`src/rtl/btn_conditioner_pkg.sv`:
```
// Shared types and default timing for the pushbutton conditioning stage.
package btn_conditioner_pkg;

   // Per-channel hold/repeat state.
   typedef enum logic [1:0] {
      RELEASED    = 2'd0,
      HOLD_DELAY  = 2'd1,
      HOLD_REPEAT = 2'd2
   } btn_state_e;

   // Defaults for a 50 MHz clock.
   localparam int DEF_DEBOUNCE_CYCLES = 500000;    // 10 ms
   localparam int DEF_REPEAT_DELAY    = 25000000;  // 0.5 s
   localparam int DEF_REPEAT_RATE     = 5000000;   // 0.1 s

   // Width of a counter that must hold 0..n-1 (at least one bit).
   function automatic int cnt_w(input int n);
      return (n > 1) ? $clog2(n) : 1;
   endfunction

endpackage

```
`src/rtl/btn_conditioner_channel.sv`:
```
// One button channel: 2-flop synchroniser, debouncer and auto-repeat FSM.
module btn_channel
   import btn_conditioner_pkg::*;
#(
   parameter int DEBOUNCE_CYCLES = DEF_DEBOUNCE_CYCLES,
   parameter int REPEAT_DELAY    = DEF_REPEAT_DELAY,
   parameter int REPEAT_RATE     = DEF_REPEAT_RATE,
   parameter bit REPEAT_EN       = 1'b0
) (
   input  logic clk,
   input  logic rst_n,
   input  logic btn_raw,
   output logic level,
   output logic press,
   output logic release_pulse
);

   localparam int DW = cnt_w(DEBOUNCE_CYCLES);
   localparam int RW = cnt_w((REPEAT_DELAY > REPEAT_RATE) ? REPEAT_DELAY : REPEAT_RATE);
   localparam logic [DW-1:0] DB_LAST   = DW'(DEBOUNCE_CYCLES - 1);
   localparam logic [RW-1:0] DLY_LAST  = RW'(REPEAT_DELAY - 1);
   localparam logic [RW-1:0] RATE_LAST = RW'(REPEAT_RATE - 1);

   logic          sync1_q, sync1_d, sync2_q, sync2_d;
   logic [DW-1:0] db_cnt_q, db_cnt_d;
   logic          level_q, level_d;
   logic          press_q, press_d;
   logic          release_q, release_d;
   logic [RW-1:0] rpt_cnt_q, rpt_cnt_d;
   btn_state_e    state_q, state_d;
   logic          commit;

   // Next-state: synchroniser shift, debounce count/commit, hold/repeat FSM.
   always_comb begin
      sync1_d   = btn_raw;
      sync2_d   = sync1_q;
      db_cnt_d  = '0;
      commit    = 1'b0;
      if (sync2_q != level_q) begin
         if (db_cnt_q == DB_LAST) commit = 1'b1;
         else                     db_cnt_d = db_cnt_q + 1'b1;
      end
      level_d   = commit ? ~level_q : level_q;
      press_d   = commit & ~level_q;
      release_d = commit & level_q;
      state_d   = state_q;
      rpt_cnt_d = rpt_cnt_q;
      // Repeat timer runs off the committed level only, so bounces that
      // never commit leave it untouched. A release always wins over a repeat.
      case (state_q)
         RELEASED: begin
            rpt_cnt_d = '0;
            if (press_d) state_d = HOLD_DELAY;
         end
         HOLD_DELAY: begin
            if (release_d) begin
               state_d   = RELEASED;
               rpt_cnt_d = '0;
            end else if (rpt_cnt_q == DLY_LAST) begin
               // Without repeat enable the timer parks here until release.
               if (REPEAT_EN) begin
                  state_d   = HOLD_REPEAT;
                  rpt_cnt_d = '0;
                  press_d   = 1'b1;
               end
            end else begin
               rpt_cnt_d = rpt_cnt_q + 1'b1;
            end
         end
         HOLD_REPEAT: begin
            if (release_d) begin
               state_d   = RELEASED;
               rpt_cnt_d = '0;
            end else if (rpt_cnt_q == RATE_LAST) begin
               press_d   = 1'b1;
               rpt_cnt_d = '0;
            end else begin
               rpt_cnt_d = rpt_cnt_q + 1'b1;
            end
         end
         default: begin
            state_d   = RELEASED;
            rpt_cnt_d = '0;
         end
      endcase
   end

   // State registers with synchronous active-low reset.
   always_ff @(posedge clk) begin
      if (!rst_n) begin
         sync1_q   <= 1'b0;
         sync2_q   <= 1'b0;
         db_cnt_q  <= '0;
         level_q   <= 1'b0;
         press_q   <= 1'b0;
         release_q <= 1'b0;
         rpt_cnt_q <= '0;
         state_q   <= RELEASED;
      end else begin
         sync1_q   <= sync1_d;
         sync2_q   <= sync2_d;
         db_cnt_q  <= db_cnt_d;
         level_q   <= level_d;
         press_q   <= press_d;
         release_q <= release_d;
         rpt_cnt_q <= rpt_cnt_d;
         state_q   <= state_d;
      end
   end

   assign level         = level_q;
   assign press         = press_q;
   assign release_pulse = release_q;

endmodule

```
`src/rtl/btn_conditioner.sv`:
```
// Conditions N_BTN raw pushbuttons into debounced levels and press/release
// pulses; channels are independent and selected ones auto-repeat.
module btn_conditioner
   import btn_conditioner_pkg::*;
#(
   parameter int               N_BTN           = 5,
   parameter int               DEBOUNCE_CYCLES = DEF_DEBOUNCE_CYCLES,
   parameter int               REPEAT_DELAY    = DEF_REPEAT_DELAY,
   parameter int               REPEAT_RATE     = DEF_REPEAT_RATE,
   parameter logic [N_BTN-1:0] REPEAT_MASK     = 5'b00110
) (
   input  logic             clk,
   input  logic             rst_n,
   input  logic [N_BTN-1:0] btn_raw,
   output logic [N_BTN-1:0] level,
   output logic [N_BTN-1:0] press,
   output logic [N_BTN-1:0] release_pulse
);

   for (genvar i = 0; i < N_BTN; i++) begin : g_ch
      btn_channel #(
         .DEBOUNCE_CYCLES (DEBOUNCE_CYCLES),
         .REPEAT_DELAY    (REPEAT_DELAY),
         .REPEAT_RATE     (REPEAT_RATE),
         .REPEAT_EN       (REPEAT_MASK[i])
      ) u_ch (
         .clk           (clk),
         .rst_n         (rst_n),
         .btn_raw       (btn_raw[i]),
         .level         (level[i]),
         .press         (press[i]),
         .release_pulse (release_pulse[i])
      );
   end

endmodule
```
`config.mk`:
```
export PLATFORM = sky130hd
export DESIGN_NAME = btn_conditioner
export DESIGN_NICKNAME = d
export VERILOG_FILES = /design/src/rtl/btn_conditioner_pkg.sv /design/src/rtl/btn_conditioner_channel.sv /design/src/rtl/btn_conditioner.sv
export SDC_FILE = /design/constraint.sdc
export NUM_CORES = 1
export LEC_CHECK = 0
export BUFFER_PORTS_ARGS = -buffer_cell sky130_fd_sc_hd__buf_2
export CAP_MARGIN = 5
export CORE_AREA = 8 8 101 149
export DETAILED_ROUTE_END_ITERATION = 8
export DIE_AREA = 0 0 109 157
export GPL_ROUTABILITY_DRIVEN = 0
export GPL_TIMING_DRIVEN = 0
export PLACE_DENSITY = 0.76
export SLEW_MARGIN = 5
export SYNTH_ARGS = -nofsm -noshare
export SYNTH_HDL_FRONTEND = slang
export SYNTH_SLANG_ARGS = --single-unit
```
`constraint.sdc`:
```
create_clock -name clk -period 2.7 [get_ports clk]
set_input_delay 0.81 -clock clk [delete_from_list [all_inputs] [get_ports clk]]
set_output_delay 0.81 -clock clk [all_outputs]
set_load 0.005 [all_outputs]
```
==> impl_metrics.tcl, run 1 <==
set metrics [dict create \
    status "finished, final reports clean" \
    cts_tree "built" \
    drv_slew 0 \
    fin_ws_ps 219 \
    fmaxAchievable_ghz 0.403 \
    nets 931 \
    rsz0062_at_grt "no" \
    hold_class "reg -> reg" \
    finalCritPeriodShare_pct 91.9 \
    ys_ff_latch 174 \
    ys_types 50 \
    worst_setup_path_start_kind "flip-flop" \
    grt_usage_pct 17.4 \
    first_global_vias 5716 \
    setup_viol_count_final 0 \
    cp_num_buf_inv 2 \
    grt_antenna_before_repair 0 \
    synth_edf_count 0 \
    register_area_um2 3480 \
    die_h_um 157 \
    path_cells "ha_1, nand2_1, or2_2, buf_2, o41ai_1, o21ai_1, nand4_1, buf_2, nor2_1" \
    relSlewSlack_pct 42.0 \
    cp.depth 9 \
    drtAntennaViolNets 0 \
    cts_buffers 17 \
    clk_latency_ps 420 \
    io_buffers 20 \
    clockBufferDepth 2 \
    power_density_nw_per_um2 586 \
    cp_max_fo 10 \
    fin_skew_ps 5.65 \
    utilization_pct 66.1 \
    p_leak_nw 2.81 \
    place_ws_ps -24.2 \
    dp_hpwl_mm 9.67 \
    first_pass_iters 4 \
    drv_cap 0 \
    arrival_ps 2790 \
    cp-end-kind "flip-flop" \
    cpLargestDelayFamily "simple AND/OR/NAND/NOR gates" \
    r2r.worst_path.cells 9 \
    hold_viol 0 \
    drcViolationCount 0 \
    async_flop_share_pct 0 \
    diodes 0 \
    yosysSeqAreaShare_pct 45.8 \
    cts-htree-levels 4 \
    grt_overflow 0 \
    period_minus_slack_ps 2480 \
    num_io_pins 22 \
    drt_iter0_markers 205 \
    avgSynthCellArea_um2 8.73 \
    syn_inst 872 \
    cts.sinks 174 \
    cpMostUsedCell "buf_2" \
    crit_type "reg -> reg" \
    drt_wl_total_mm 13.7 \
    worstHoldPathCells 1 \
    holdBufCountCts 0 \
    cp_data_required_time_ps 3010 \
    grt_max_degree 17 \
    peakVddDrop_mv 0.399 \
    num_vias 5701 \
    wire_per_inst_um 12.6 \
    rows 51 \
    area_growth_pct 11.4 \
    synth_warnings 0 \
    fp.dieW_um 109 \
    worst_pin_slew_ps 862 \
    cpMaxStageDelayCell "o41ai_1" \
    grt_pass1_wl_mm 24.5 \
    start_util_pct 59.3 \
    postSynthNetCount 892 \
    cts-root-buf "clkbuf_16" \
    fin_setup_tns_ps 0 \
    path_clk_slew_ps 60 \
    drive_above_1_share_pct 9.10 \
    placeableCoreArea_um2 12800 \
    cpPeakStageDelay_ps 520 \
    syn_area_um2 7610 \
    vias_per_cell 5.27 \
    synth_ff_type "dfxtp_1" \
    dieArea_um2 17100 \
    fillers 1096 \
    multi_input_area_um2 3830 \
]
-- worst reg2reg max path, stage by stage (launching register included) --
cell and delay [ps]:
dfxtp_1 370, ha_1 230, nand2_1 60, or2_2 270, buf_2 170, o41ai_1 520
o21ai_1 140, nand4_1 250, buf_2 290, nor2_1 80
-- flip-flops by register name (all words and copies together), names as in the netlist --
signal and flops:
g_ch.u_ch.db_cnt_q 95, g_ch.u_ch.level 5, g_ch.u_ch.press 5, g_ch.u_ch.release_pulse 5, g_ch.u_ch.rpt_cnt_q 50, g_ch.u_ch.state_q 4, g_ch.u_ch.sync1_q 5, g_ch.u_ch.sync2_q 5
-- timing repair --
action | in CTS | in global routing
setup buffers | 0 | 0
hold endpoints to repair | 0 | 0
gates resized for setup | 0 | 1
endpoints found under the setup margin | 0 | 10
-- power breakdown --
| part | internal (mW) | total [mW] | switching (mW) |
|---|---|---|---|
| registers | 2.58 | 2.59 | 0.00815 |
| clock network | 1.38 | 2.32 | 0.938 |
| logic | 0.0231 | 0.0625 | 0.0394 |
| total | 3.98 | 4.97 | 0.986 |
-- final cells by class --
type | count | share of cell area, %
Multi-Input combinational cell | 641 | 45.2
Sequential cell | 174 | 41.1
Clock buffer | 25 | 5.96
Buffer | 32 | 2.46
Tap cell | 159 | 2.35
Timing Repair Buffer | 20 | 1.18
Inverter | 25 | 1.11
Clock inverter | 6 | 0.679
-- through the flow --
stage          hold WS [ps]  power [mW]  instances  instance area [µm²]
3_3_place_gp            413        2.70       1051                 7910
4_1_cts                 439        5.02       1082                 8470
2_1_floorplan           412        2.69        872                 7610
6_report                433        4.97       1082                 8480
3_5_place_dp            418        2.71       1051                 7910
5_1_grt                 464        5.14       1082                 8480
-- cell families (layout without fill, tap and decap cells) --
group,Yosys count,after routing,share of synthesized area [%]
fa+ha+maj,13,13,2.14
xor+xnor,133,133,15.3
compound gates,33,33,2.71
flops,174,174,45.8
simple gates,458,458,29.6
mux,4,4,0.526
buf+inv,57,108,3.98
-- synth_stat cells, types with 13 or more instances --
| library cell | count | area (µm²) |
|---|---|---|
| buf_4 | 15 | 113 |
| xor2_1 | 75 | 657 |
| ha_1 | 13 | 163 |
| dfxtp_1 | 174 | 3480 |
| xnor2_1 | 58 | 508 |
| nand2_1 | 62 | 233 |
| nand4_1 | 23 | 144 |
| nand3_1 | 63 | 315 |
| and3_1 | 23 | 144 |
| nor3_1 | 14 | 70.1 |
| inv_1 | 25 | 93.8 |
| and2_1 | 15 | 93.8 |
| nor2_1 | 183 | 687 |
| nor4_1 | 17 | 106 |
-- cell usage in the layout, fill, tap and decap left out, types with 2 or more instances in the layout --
cell type	synthesis	routed
clkbuf_8	0	5
xnor2_1	58	58
nor4_2	1	2
or3_1	6	6
buf_4	15	15
clkbuf_1	8	11
and4_1	4	4
nor4bb_1	5	5
inv_1	25	25
nand4b_1	2	2
nand4_1	23	23
and2_1	15	15
nor3_1	14	14
or4_1	7	7
and3_2	2	2
o21ba_2	2	2
nor3b_1	6	6
nor2b_1	7	7
o41ai_1	2	2
xor2_1	75	75
clkbuf_16	0	17
or4b_2	2	2
or2_2	3	3
nand2_1	62	62
a21oi_1	12	12
nor4b_1	5	5
dfxtp_1	174	174
nor4_1	17	16
clkinv_2	0	4
and3_1	23	23
ha_1	13	13
nand2b_1	3	3
nand3_1	63	63
nor2_1	183	183
buf_2	7	27
o21ai_0	8	8
mux2i_1	4	4
-- worst paths after layout --
check / from / endpoint / slack, ps
setup / recovery: g_ch[1].u_ch.rpt_cnt_q[0]$_SDFF_PN0_ / g_ch[1].u_ch.rpt_cnt_q[17]$_SDFF_PN0_ / 220
hold reg to reg: g_ch[2].u_ch.sync1_q$_SDFF_PN0_ / g_ch[2].u_ch.sync2_q$_SDFF_PN0_ / 430
hold / removal: g_ch[2].u_ch.sync1_q$_SDFF_PN0_ / g_ch[2].u_ch.sync2_q$_SDFF_PN0_ / 430
setup reg to reg: g_ch[1].u_ch.rpt_cnt_q[0]$_SDFF_PN0_ / g_ch[1].u_ch.rpt_cnt_q[17]$_SDFF_PN0_ / 220
-- layer usage --
metal	GRT usage, %	share of wire, %	routed length (µm)
met3	3.93	3.2	436
met4	7.40	1.6	216
met2	31.2	52	7120
met5	0	0	0
met1	18.9	43	5900
No activity file was read; power rests on OpenSTA's default activity.
==> inputs of run 2 (changes only) <==
--- a/config.mk
+++ b/config.mk
@@ -7,12 +7,12 @@
 export LEC_CHECK = 0
 export BUFFER_PORTS_ARGS = -buffer_cell sky130_fd_sc_hd__buf_2
 export CAP_MARGIN = 5
-export CORE_AREA = 8 8 101 149
+export CORE_AREA = 8 8 116 171
 export DETAILED_ROUTE_END_ITERATION = 8
-export DIE_AREA = 0 0 109 157
+export DIE_AREA = 0 0 124 179
 export GPL_ROUTABILITY_DRIVEN = 0
 export GPL_TIMING_DRIVEN = 0
-export PLACE_DENSITY = 0.76
+export PLACE_DENSITY = 0.6
 export SLEW_MARGIN = 5
 export SYNTH_ARGS = -nofsm -noshare
 export SYNTH_HDL_FRONTEND = slang
==> impl_metrics.tcl, run 2 (synthesis results as in run 1) <==
set metrics [dict create \
    status "finished, final reports clean" \
    drtAntennaViolNets 0 \
    first_pass_iters 5 \
    nets 932 \
    grt_max_degree 17 \
    grt_antenna_before_repair 0 \
    finalCritPeriodShare_pct 90.2 \
    p_leak_nw 2.82 \
    power_mw 5.02 \
    placeableCoreArea_um2 17300 \
    wire_per_inst_um 12.1 \
    r2r.worst_path.cells 7 \
    drv_slew 0 \
    peakVddDrop_mv 0.410 \
    dpl.cell_count 1105 \
    cp_data_required_time_ps 3020 \
    holdBufCountCts 0 \
    largest_reg_flops 95 \
    reg_top3 "g_ch.u_ch.db_cnt_q x95, g_ch.u_ch.rpt_cnt_q x50" \
    drcViolationCount 0 \
    dp_hpwl_mm 9.77 \
    die_h_um 179 \
    hold_viol 0 \
    grt_overflow 0 \
    drive_above_1_share_pct 9.63 \
    fmaxAchievable_ghz 0.411 \
    fin_skew_ps 7.96 \
    place_ws_ps -83.2 \
    vias_per_cell 4.94 \
    cp-end-kind "flip-flop" \
    p_comb_share_pct 1.3 \
    clk_latency_ps 430 \
    p_clk_share_pct 47.3 \
    fin_ws_ps 264 \
    final_cell_count_no_fill 1137 \
    cts-root-buf "clkbuf_16" \
    diodes 0 \
    setup_viol_count_final 0 \
    utilization_pct 49.6 \
    cts.sinks 174 \
    num_io_pins 22 \
    drv_cap 0 \
    fp.dieW_um 124 \
    hold_class "reg -> reg" \
    layout_common_cells "nor2_1, dfxtp_1, xor2_1" \
    power_frac_seq_pct 51.5 \
    cp_max_fo 10 \
    area_growth_pct 12.5 \
    rows 59 \
    start_util_pct 44.1 \
    power_density_nw_per_um2 587 \
    grt_usage_pct 13.5 \
    rsz0062_at_grt "no" \
    relSlewSlack_pct 43.0 \
    first_global_vias 5401 \
    period_minus_slack_ps 2440 \
    drt_wl_total_mm 13.8 \
    num_vias 5622 \
    clockBufferDepth 2 \
    cts_tree "built" \
    mostFrequentLayoutCell "nor2_1" \
    grt_pass1_wl_mm 24.2 \
    drt_iter0_markers 202 \
    arrival_ps 2750 \
    netSwitchingFraction_pct 21.2 \
    worstHoldPathCells 1 \
    io_buffers 20 \
    p_sw_mw 1.06 \
    worst_pin_slew_ps 847 \
    largest_register "g_ch.u_ch.db_cnt_q" \
    fin_setup_tns_ps 0 \
    fillers 1691 \
    cts-htree-levels 4 \
    worst_setup_path_start_kind "flip-flop" \
    path_clk_slew_ps 70 \
    crit_type "reg -> reg" \
    cellInternalPower_mw 3.96 \
    cts_buffers 17 \
    dieArea_um2 22200 \
]
## run 2: cell types whose count changed in the layout (fill, tap and decap cells not counted), sizes merged
cell,change
clkinv,+5
bufinv,+1
buf,+1
clkbuf,-8
inv,+2
## run 2: stage by stage
stage	hold slack [ps]	cell area, µm²
floorplan	412	7610
global placement	414	7980
detailed placement	419	7980
CTS	432	8550
global route	444	8560
finish	431	8560
## run 2: cell type report
cell class | count | area (µm²) | share of cell area [%]
Buffer | 32 | 210 | 2.45
Clock buffer | 17 | 425 | 4.97
Clock inverter | 14 | 145 | 1.69
Inverter | 25 | 93.8 | 1.10
Multi-Input combinational cell | 641 | 3830 | 44.7
Sequential cell | 174 | 3480 | 40.7
Tap cell | 213 | 267 | 3.11
Timing Repair Buffer | 21 | 108 | 1.26
## run 2: worst paths after layout
path / startpoint / end / slack (ps)
max: g_ch[0].u_ch.db_cnt_q[9]$_SDFF_PP0_ / g_ch[0].u_ch.db_cnt_q[14]$_SDFF_PP0_ / 260
min: g_ch[1].u_ch.sync1_q$_SDFF_PN0_ / g_ch[1].u_ch.sync2_q$_SDFF_PN0_ / 430
max reg2reg: g_ch[0].u_ch.db_cnt_q[9]$_SDFF_PP0_ / g_ch[0].u_ch.db_cnt_q[14]$_SDFF_PP0_ / 260
min reg2reg: g_ch[1].u_ch.sync1_q$_SDFF_PN0_ / g_ch[1].u_ch.sync2_q$_SDFF_PN0_ / 430
## run 2: critical path, cell delays in order (launching register included)
cell     delay [ps]
dfxtp_1         360
or4b_1          500
or4_1           500
nor4_2          460
or3_1           190
buf_6           150
buf_12          130
nor2_1           40
## run 2: power groups by stage
stage / Sequential, mW / Combinational (mW) / Clock [mW]
after floorplan: 2.64 / 0.0447 / 0
after global placement: 2.64 / 0.0644 / 0
after detailed placement: 2.64 / 0.0641 / 0
after CTS: 2.58 / 0.0646 / 2.45
after global routing: 2.58 / 0.0742 / 2.55
final: 2.58 / 0.0645 / 2.37
## run 2: routing by layer
layer	vias to the layer above	track usage [%]	share of wire, %
li1	2999	-	-
met1	2545	15.7	47
met2	59	22.9	49
met3	19	3.12	2.7
met4	0	5.92	2.0
met5	-	0	0
## run 2: timing repair
action | in CTS | in global routing
gates resized for setup | 0 | 3
setup buffers | 0 | 1
setup endpoints to repair | 0 | 28
